**config.mk**
```make
export PLATFORM = sky130hd
export DESIGN_NAME = ps2_receiver
export DESIGN_NICKNAME = d
export VERILOG_FILES = /design/src/rtl/ps2_receiver.sv
export SDC_FILE = /design/constraint.sdc
export NUM_CORES = 1
export LEC_CHECK = 0
export BUFFER_PORTS_ARGS = -buffer_cell sky130_fd_sc_hd__buf_2
export CAP_MARGIN = 20
export CELL_PAD_IN_SITES_DETAIL_PLACEMENT = 1
export CELL_PAD_IN_SITES_GLOBAL_PLACEMENT = 2
export CORE_AREA = 5 5 92 94
export DETAILED_ROUTE_END_ITERATION = 6
export DIE_AREA = 0 0 97 99
export PLACE_DENSITY = 0.77
export SLEW_MARGIN = 20
export SYNTH_ARGS = -nofsm -noshare
export SYNTH_HDL_FRONTEND = slang
export SYNTH_SLANG_ARGS = --single-unit
```
**constraint.sdc**
```tcl
create_clock -name clk -period 2.4 [get_ports clk]
set_input_delay 0.12 -clock clk [delete_from_list [all_inputs] [get_ports clk]]
set_output_delay 0.12 -clock clk [all_outputs]
set_load 0.1 [all_outputs]
```
**src/rtl/ps2_receiver.sv**
```systemverilog
// PS/2 keyboard receiver: conditions the raw ps2_clk/ps2_data lines, decodes 11-bit frames
// and keeps the last scancode with valid/overrun/parity-error flags for the CPU to poll.
module ps2_receiver #(
  parameter int N       = 32,
  parameter int FILTER  = 4,
  parameter int TIMEOUT = 50000
) (
  input  logic         clk,
  input  logic         reset,
  input  logic         ps2_clk,
  input  logic         ps2_data,
  input  logic         read_ack,
  output logic [N-1:0] ps2_word,
  output logic         frame_done
);

  localparam int FW = $clog2(FILTER + 1);
  localparam int TW = $clog2(TIMEOUT + 1);

  localparam logic [1:0] IDLE   = 2'd0;
  localparam logic [1:0] DATA   = 2'd1;
  localparam logic [1:0] PARITY = 2'd2;
  localparam logic [1:0] STOP   = 2'd3;

  logic          clk_p0, clk_p1, data_p0, data_p1;
  logic          filt, filt_d, fall;
  logic [FW-1:0] filt_cnt;

  logic [1:0]    state;
  logic [2:0]    bit_cnt;
  logic [7:0]    shift;
  logic          par;
  logic [TW-1:0] tcnt;

  logic [7:0]    scancode;
  logic          valid, overrun, parity_err;

  logic          complete, good, timed_out;

  // Stage p0/p1: two-flop synchronizers, then a level filter and registered fall detect
  always_ff @(posedge clk or posedge reset) begin
    if (reset) begin
      clk_p0   <= 1'b1;
      clk_p1   <= 1'b1;
      data_p0  <= 1'b1;
      data_p1  <= 1'b1;
      filt     <= 1'b1;
      filt_d   <= 1'b1;
      filt_cnt <= '0;
      fall     <= 1'b0;
    end else begin
      clk_p0  <= ps2_clk;
      clk_p1  <= clk_p0;
      data_p0 <= ps2_data;
      data_p1 <= data_p0;
      if (clk_p1 != filt) begin
        if (filt_cnt == FW'(FILTER - 1)) begin
          filt     <= clk_p1;
          filt_cnt <= '0;
        end else begin
          filt_cnt <= filt_cnt + FW'(1);
        end
      end else begin
        filt_cnt <= '0;
      end
      filt_d <= filt;
      fall   <= filt_d & ~filt;
    end
  end

  assign complete  = (state == STOP) && fall;
  assign good      = (^shift ^ par) & data_p1;
  assign timed_out = (state != IDLE) && !fall && (tcnt == TW'(TIMEOUT - 1));

  // Frame FSM: one step per accepted falling edge, abandoned on inactivity
  always_ff @(posedge clk or posedge reset) begin
    if (reset) begin
      state   <= IDLE;
      bit_cnt <= '0;
      shift   <= '0;
      par     <= 1'b0;
      tcnt    <= '0;
    end else begin
      if (fall || timed_out) tcnt <= '0;
      else if (state != IDLE) tcnt <= tcnt + TW'(1);

      case (state)
        IDLE: if (fall && !data_p1) begin
          state   <= DATA;
          bit_cnt <= '0;
          shift   <= '0;
        end
        DATA: if (fall) begin
          shift[bit_cnt] <= data_p1;
          bit_cnt        <= bit_cnt + 3'd1;
          if (bit_cnt == 3'd7) state <= PARITY;
        end
        PARITY: if (fall) begin
          par   <= data_p1;
          state <= STOP;
        end
        STOP: if (fall) state <= IDLE;
        default: state <= IDLE;
      endcase

      if (timed_out) state <= IDLE;
    end
  end

  // Status word: completion wins over acknowledge, but an ack in the same cycle still clears stale flags
  always_ff @(posedge clk or posedge reset) begin
    if (reset) begin
      scancode   <= '0;
      valid      <= 1'b0;
      overrun    <= 1'b0;
      parity_err <= 1'b0;
      frame_done <= 1'b0;
    end else begin
      frame_done <= complete;
      if (complete && good) begin
        scancode <= shift;
        overrun  <= valid & ~read_ack;
        valid    <= 1'b1;
        if (read_ack) parity_err <= 1'b0;
      end else if (complete) begin
        parity_err <= 1'b1;
        if (read_ack) begin
          valid   <= 1'b0;
          overrun <= 1'b0;
        end
      end else if (read_ack) begin
        valid      <= 1'b0;
        overrun    <= 1'b0;
        parity_err <= 1'b0;
      end
    end
  end

  assign ps2_word = {{(N - 11){1'b0}}, parity_err, overrun, valid, scancode};

endmodule

```
==> results of run 1 <==
-- through the flow --
stage / cells / worst slack, ns / power (W) / hold WS (ns)
finish: 382 / 0.380 / 0.00293 / 0.112
CTS: 382 / 0.357 / 0.00298 / 0.104
global route: 382 / 0.171 / 0.00314 / 0.151
floorplan: 280 / 0.557 / 0.00222 / 0.124
global placement: 371 / 0.361 / 0.00243 / 0.100
detailed placement: 371 / 0.373 / 0.00245 / 0.103
-- flip-flops by register name, summed over array words and instances (netlist names), 2 cells and up --
signal / flops
tcnt: 16
scancode: 8
shift: 8
bit_cnt: 3
filt_cnt: 3
state: 2
-- synth_stat cells, types with 2 or more instances --
master     number  area share
a21oi_1        10       0.018
a22o_1          4       0.013
and2_1          2      0.0046
buf_4          24       0.066
clkbuf_1        8       0.011
dfrtp_1        46        0.42
dfstp_2         6       0.058
ha_1            8       0.037
inv_1           9       0.012
mux2_2         10       0.041
mux2i_1         3       0.011
nand2_1        22       0.030
nand3_1         9       0.017
nand3b_1        4       0.011
nand4_1         3      0.0069
nand4b_1        3      0.0097
nor2_1         15       0.021
nor2b_1         6       0.014
nor3_1          2      0.0037
nor3b_1         2      0.0055
nor4b_1         2      0.0064
o211ai_1        3      0.0083
o21ai_0        16       0.029
o21bai_1        2      0.0055
o22ai_1         2      0.0046
o2bb2ai_1       2      0.0064
o31ai_1         2      0.0055
or3_1           6       0.014
or4_1           2      0.0055
xnor2_1         8       0.026
xor2_1          5       0.016
-- worst max-delay path: stages (launching register included) --
cell and delay, ns:
dfrtp_1 0.43, xor2_1 0.18, xnor3_2 0.45, mux2i_4 0.46, mux2_2 0.39
-- routing by layer --
| metal | vias up | GRT usage |
|---|---|---|
| li1 | 895 | - |
| met1 | 910 | 0.152 |
| met2 | 32 | 0.176 |
| met3 | 8 | 0.0283 |
| met4 | 0 | 0.0389 |
| met5 | - | 0 |
-- kinds of logic after synthesis --
group,after synthesis,share of synthesized area
xor gates and xnor gates,15,0.0594
DFF,52,0.482
and+or+nand+nor,83,0.164
AOI/OAI and AO/OA,45,0.105
other,1,0.00138
muxes,14,0.0608
buffers and inverters,42,0.0917
adders and majority gates,8,0.0369
-- layout make-up --
class                      instances  area (um^2)
sequential                        52         1310
fill                             867         4620
clock buffer                       8         90.1
inverter                           9         33.8
multi-input combinational        186         1230
tap                              102          128
timing repair buffer              25          155
-- power breakdown --
part / switching (W) / internal [W] / leakage [nW]
logic: 0.000772 / 0.000439 / 0.626
registers: 0.000165 / 0.00104 / 0.690
clock network: 0.000277 / 0.000236 / 0.0455
-- worst max path at each step --
stage | end | startpoint | cells past startpoint
floorplan | scancode[0] | shift[3] | 4
global placement | scancode[4] | shift[3] | 4
detailed placement | scancode[7] | shift[3] | 4
CTS | scancode[7] | shift[3] | 4
global route | tcnt[13] | state[0] | 7
finish | scancode[4] | shift[3] | 4
==> results.txt, run 1 <==
peak supply drop - 356 uV
CTS root buffer - clkbuf_8
vias in the first global route - 1827
I/O Buffers - 16
Max Freq - 495 MHz
initial antenna violation count - 0
Tmin final - 2.02 ns
total congestion overflow - 0
type of origin of the critical path - flip-flop
die width - 97 um
Final HPWL DP - 3.85 mm
Core Rows - 32
antenna diode count - 0
R2R Path End - scancode[4]
Num CTS Buffers - 5
core region area - 7570 um^2
Leak - 1.36 nW
critical path type - reg -> reg
CP max FO - 10
setup bufs post-CTS - 0
H-Tree Depth - 2
Final Max Tran Viols - 0
DR DRC count - 0
Die Height - 99 um
Pwr Density - 994 nW/um^2
first-pass GRT wire length - 8.88 mm
placed cell areas - 2830 um^2
initial core utilization - 0.359
utilization after layout - 0.390
#FFs+latches synth - 52
layout cells sized above 1 - 0.182
Synth async-reset ratio - 1.00
cts-stage hold buffer count - 3
met1 wire length - 2.51 mm
Hold Path Cell Cnt - 4
Via-to-Cell Ratio - 4.83
Clock Sinks - 52
Resized cells post-CTS - 0
Ports - 38
Min-Delay Path Class - in -> reg
GP Congestion - 0.791
flop2flop setup slack - 0.38 ns
Avg Synthesized Cell Area - 10.4 um^2
Synth cell types - 45
GRT Overall Usage - 0.113
Post-Route Setup TNS - 0 ns
crit end category - flip-flop
period utilization - 0.841
DIE AREA - 9600 um^2
Final Skew - 0.0104 ns
final setup violating endpoints - 0
drt first pass iters - 4
commonest non-fill, non-tap cells in the layout - dfrtp_1, nand2_1, conb_1
final net count - 292
commonest non-fill, non-tap cell in the layout - dfrtp_1
EDFF count, synth - 0
clk_lat worst skew - 0.30 ns
Vias - 1845
Hold EP - overrun
top_reg_cell synth - dfrtp_1
largest net degree at the start of global routing - 21
routed wl met2 - 2.41 mm
# Max-Cap Violations - 0
Synth Instances - 260
clk slew on worst S/H paths - 0.09 ns
RSZ-0062 raised after global routing - no
sequential cell area fraction in the yosys report - 0.482
R2R depth - 4
CTS tree - done
CTS max path bufs - 2
status - finished clean
Starting DRT DRC Count - 48
worst r2r src - shift[3]
worst hold path startpoint - read_ack
met3 wire length - 190 um
Yosys warning count - 0
Final ANT Viol Nets - 0
DR top layer - met4
DRT Wirelength - 5.19 mm
worst path arrival time - 2.21 ns
synthesized cell area - 2720 um^2
Fin. Hold Viols - 0
routed wire length per instance - 13.6 um
Final Instance Area - 2950 um^2
Critical Path RT - 2.59 ns
Area Overhead vs Synth - 8.57%
(Power assumes the default switching activity.)
==> run 2: changes to the inputs <==
- clock period: 2.4 -> 2 ns (I/O delays scaled with it)
==> run 2 against run 1 <==
Die area unchanged. Largest power group is now combinational cells. Clock skew fell by 0.00062 ns. Hold slack lost 0.024 ns. Sequential cell count unchanged. Utilization grew 1.8 points. Via count is 3.5% higher. Sequential share of layout area decreased by 1.9 points. Highest routed layer unchanged. First-iteration DRC count is 10% lower.
==> results.txt, run 2 (synthesis gave the netlist of run 1 again) <==
number of flip-flops in the largest register - 16 (unchanged)
Core Rows - 32 (unchanged)
worst r2r src - shift[4] (was shift[3])
DR DRC count - 0 (unchanged)
vias in the first global route - 2057 (was 1827)
RSZ-0062 raised after global routing - no (unchanged)
Starting DRT DRC Count - 43 (was 48)
largest register by flop count - tcnt (unchanged)
CTS tree - done (unchanged)
Post-Route Setup TNS - 0 ns (unchanged)
period utilization - 0.964 (was 0.841)
Worst path top cell family by delay - XOR/XNOR gates (was multiplexers)
Final ANT Viol Nets - 0 (unchanged)
status - finished clean (unchanged)
Die Height - 99 um (unchanged)
clk_lat worst skew - 0.31 ns (was 0.30 ns)
Hold EP - valid (was overrun)
final setup violating endpoints - 0 (unchanged)
GP Congestion - 0.717 (was 0.791)
# Max-Cap Violations - 0 (unchanged)
critical path type - reg -> reg (unchanged)
clk slew on worst S/H paths - 0.10 ns (was 0.09 ns)
final net count - 303 (was 292)
Ports - 38 (unchanged)
drt first pass iters - 4 (unchanged)
Max Freq - 519 MHz (was 495 MHz)
crit end category - flip-flop (unchanged)
peak supply drop - 390 uV (was 356 uV)
Pwr Density - 1230 nW/um^2 (was 994 nW/um^2)
commonest non-fill, non-tap cells in the layout - dfrtp_1, nand2_1, conb_1 (unchanged)
Leak - 1.43 nW (was 1.36 nW)
antenna diode count - 0 (unchanged)
Hold Path Cell Cnt - 4 (unchanged)
Largest regs - tcnt (16), scancode (8), shift (8) (unchanged)
Final HPWL DP - 4.34 mm (was 3.85 mm)
initial antenna violation count - 0 (unchanged)
CTS root buffer - clkbuf_8 (unchanged)
Area Overhead vs Synth - 13.5% (was 8.57%)
worst hold path startpoint - read_ack (unchanged)
R2R depth - 5 (was 4)
commonest non-fill, non-tap cell in the layout - dfrtp_1 (unchanged)
initial core utilization - 0.359 (unchanged)
R2R Path End - scancode[4] (unchanged)
Min-Delay Path Class - in -> reg (unchanged)
Tmin final - 1.93 ns (was 2.02 ns)
crit-path cells - xnor2_2, xnor3_2, mux2i_4, buf_4, mux2_2 (was xor2_1, xnor3_2, mux2i_4, mux2_2)
Final Max Tran Viols - 0 (unchanged)
flop2flop setup slack - 0.07 ns (was 0.38 ns)
Fin. Hold Viols - 0 (unchanged)
Vias - 1909 (was 1845)
core region area - 7570 um^2 (unchanged)
worst stage delay on the critical path - 0.48 ns (was 0.46 ns)
GRT Overall Usage - 0.124 (was 0.113)
Final Skew - 0.00978 ns (was 0.0104 ns)
DRT Wirelength - 5.84 mm (was 5.19 mm)
total congestion overflow - 0 (unchanged)
CTS max path bufs - 2 (unchanged)
WP buf/inv - 1 (was 0)
Final Instance Area - 3080 um^2 (was 2950 um^2)
Num CTS Buffers - 5 (unchanged)
routed wire length per instance - 14.9 um (was 13.6 um)
slowest library cell on the worst path - xnor3_2 (was mux2i_4)
number of fill cells - 834 (was 867)
H-Tree Depth - 2 (unchanged)
Via-to-Cell Ratio - 4.86 (was 4.83)
type of origin of the critical path - flip-flop (unchanged)
Critical Path RT - 2.20 ns (was 2.59 ns)
CP max FO - 4 (was 10)
die width - 97 um (unchanged)
utilization after layout - 0.407 (was 0.390)
layout cells sized above 1 - 0.230 (was 0.182)
DIE AREA - 9600 um^2 (unchanged)
first-pass GRT wire length - 9.90 mm (was 8.88 mm)
placed cell areas - 2900 um^2 (was 2830 um^2)
I/O Buffers - 16 (unchanged)
worst path arrival time - 2.13 ns (was 2.21 ns)
largest net degree at the start of global routing - 25 (was 21)
Clock Sinks - 52 (unchanged)
-- run 2: changes by cell type in the layout (fill, tap and decap cells not counted), sizes merged --
| cell | delta |
|---|---|
| buf | +11 |
| clkbuf | -1 |
| bufinv | +1 |
-- run 2: worst max path at each step --
stage / startpoint / to / slack, ns / cells after the start
floorplan: shift[3] / scancode[0] / 0.16 / 4
global placement: shift[3] / scancode[7] / 0.12 / 5
detailed placement: shift[3] / scancode[1] / 0.06 / 5
CTS: shift[3] / scancode[1] / 0.04 / 5
global route: shift[4] / scancode[6] / 0.003 / 5
finish: shift[4] / scancode[4] / 0.07 / 5
-- run 2: layer usage --
| layer | wire length, um | up-vias | global-route usage |
|---|---|---|---|
| li1 | - | 922 | - |
| met4 | 70 | 0 | 0.0378 |
| met3 | 222 | 7 | 0.0276 |
| met5 | 0 | - | 0 |
| met1 | 2760 | 947 | 0.164 |
| met2 | 2780 | 33 | 0.204 |
-- run 2: worst register-to-register path, stage by stage, from the launching register on --
cell and delay, ns:
dfrtp_2 0.46, xnor2_2 0.18, xnor3_2 0.48, mux2i_4 0.20
buf_4 0.17, mux2_2 0.34
-- run 2: through the flow --
| step | power [W] | hold slack [ns] | setup slack (ns) | instances |
|---|---|---|---|---|
| 2_1_floorplan | 0.00267 | 0.104 | 0.157 | 280 |
| 4_1_cts | 0.00382 | 0.0913 | 0.0425 | 391 |
| 6_report | 0.00380 | 0.0876 | 0.0714 | 393 |
| 3_3_place_gp | 0.00297 | 0.161 | 0.119 | 380 |
| 5_1_grt | 0.00404 | 0.132 | 0.00319 | 393 |
| 3_5_place_dp | 0.00302 | 0.161 | 0.0592 | 380 |
-- run 2: power breakdown --
group          switching, W  internal (W)  leakage, nW
combinational      0.000985      0.000595        0.677
clock              0.000350      0.000442       0.0645
sequential         0.000180       0.00125        0.689
-- run 2: repair_timing --
item,CTS,global route
endpoints found under the hold margin,17,0
hold buffers,3,0
gates resized for setup,0,4
buffers inserted,0,2
endpoints found under the setup margin,0,8
-- run 2: cell type report --
type,count,area [um^2],share of cell area
Sequential cell,52,1310,0.425
Multi-Input combinational cell,186,1240,0.403
Timing Repair Buffer,36,241,0.0784
Tap cell,102,128,0.0414
Clock buffer,7,96.3,0.0313
Inverter,9,33.8,0.0110
Clock inverter,1,30.0,0.00974
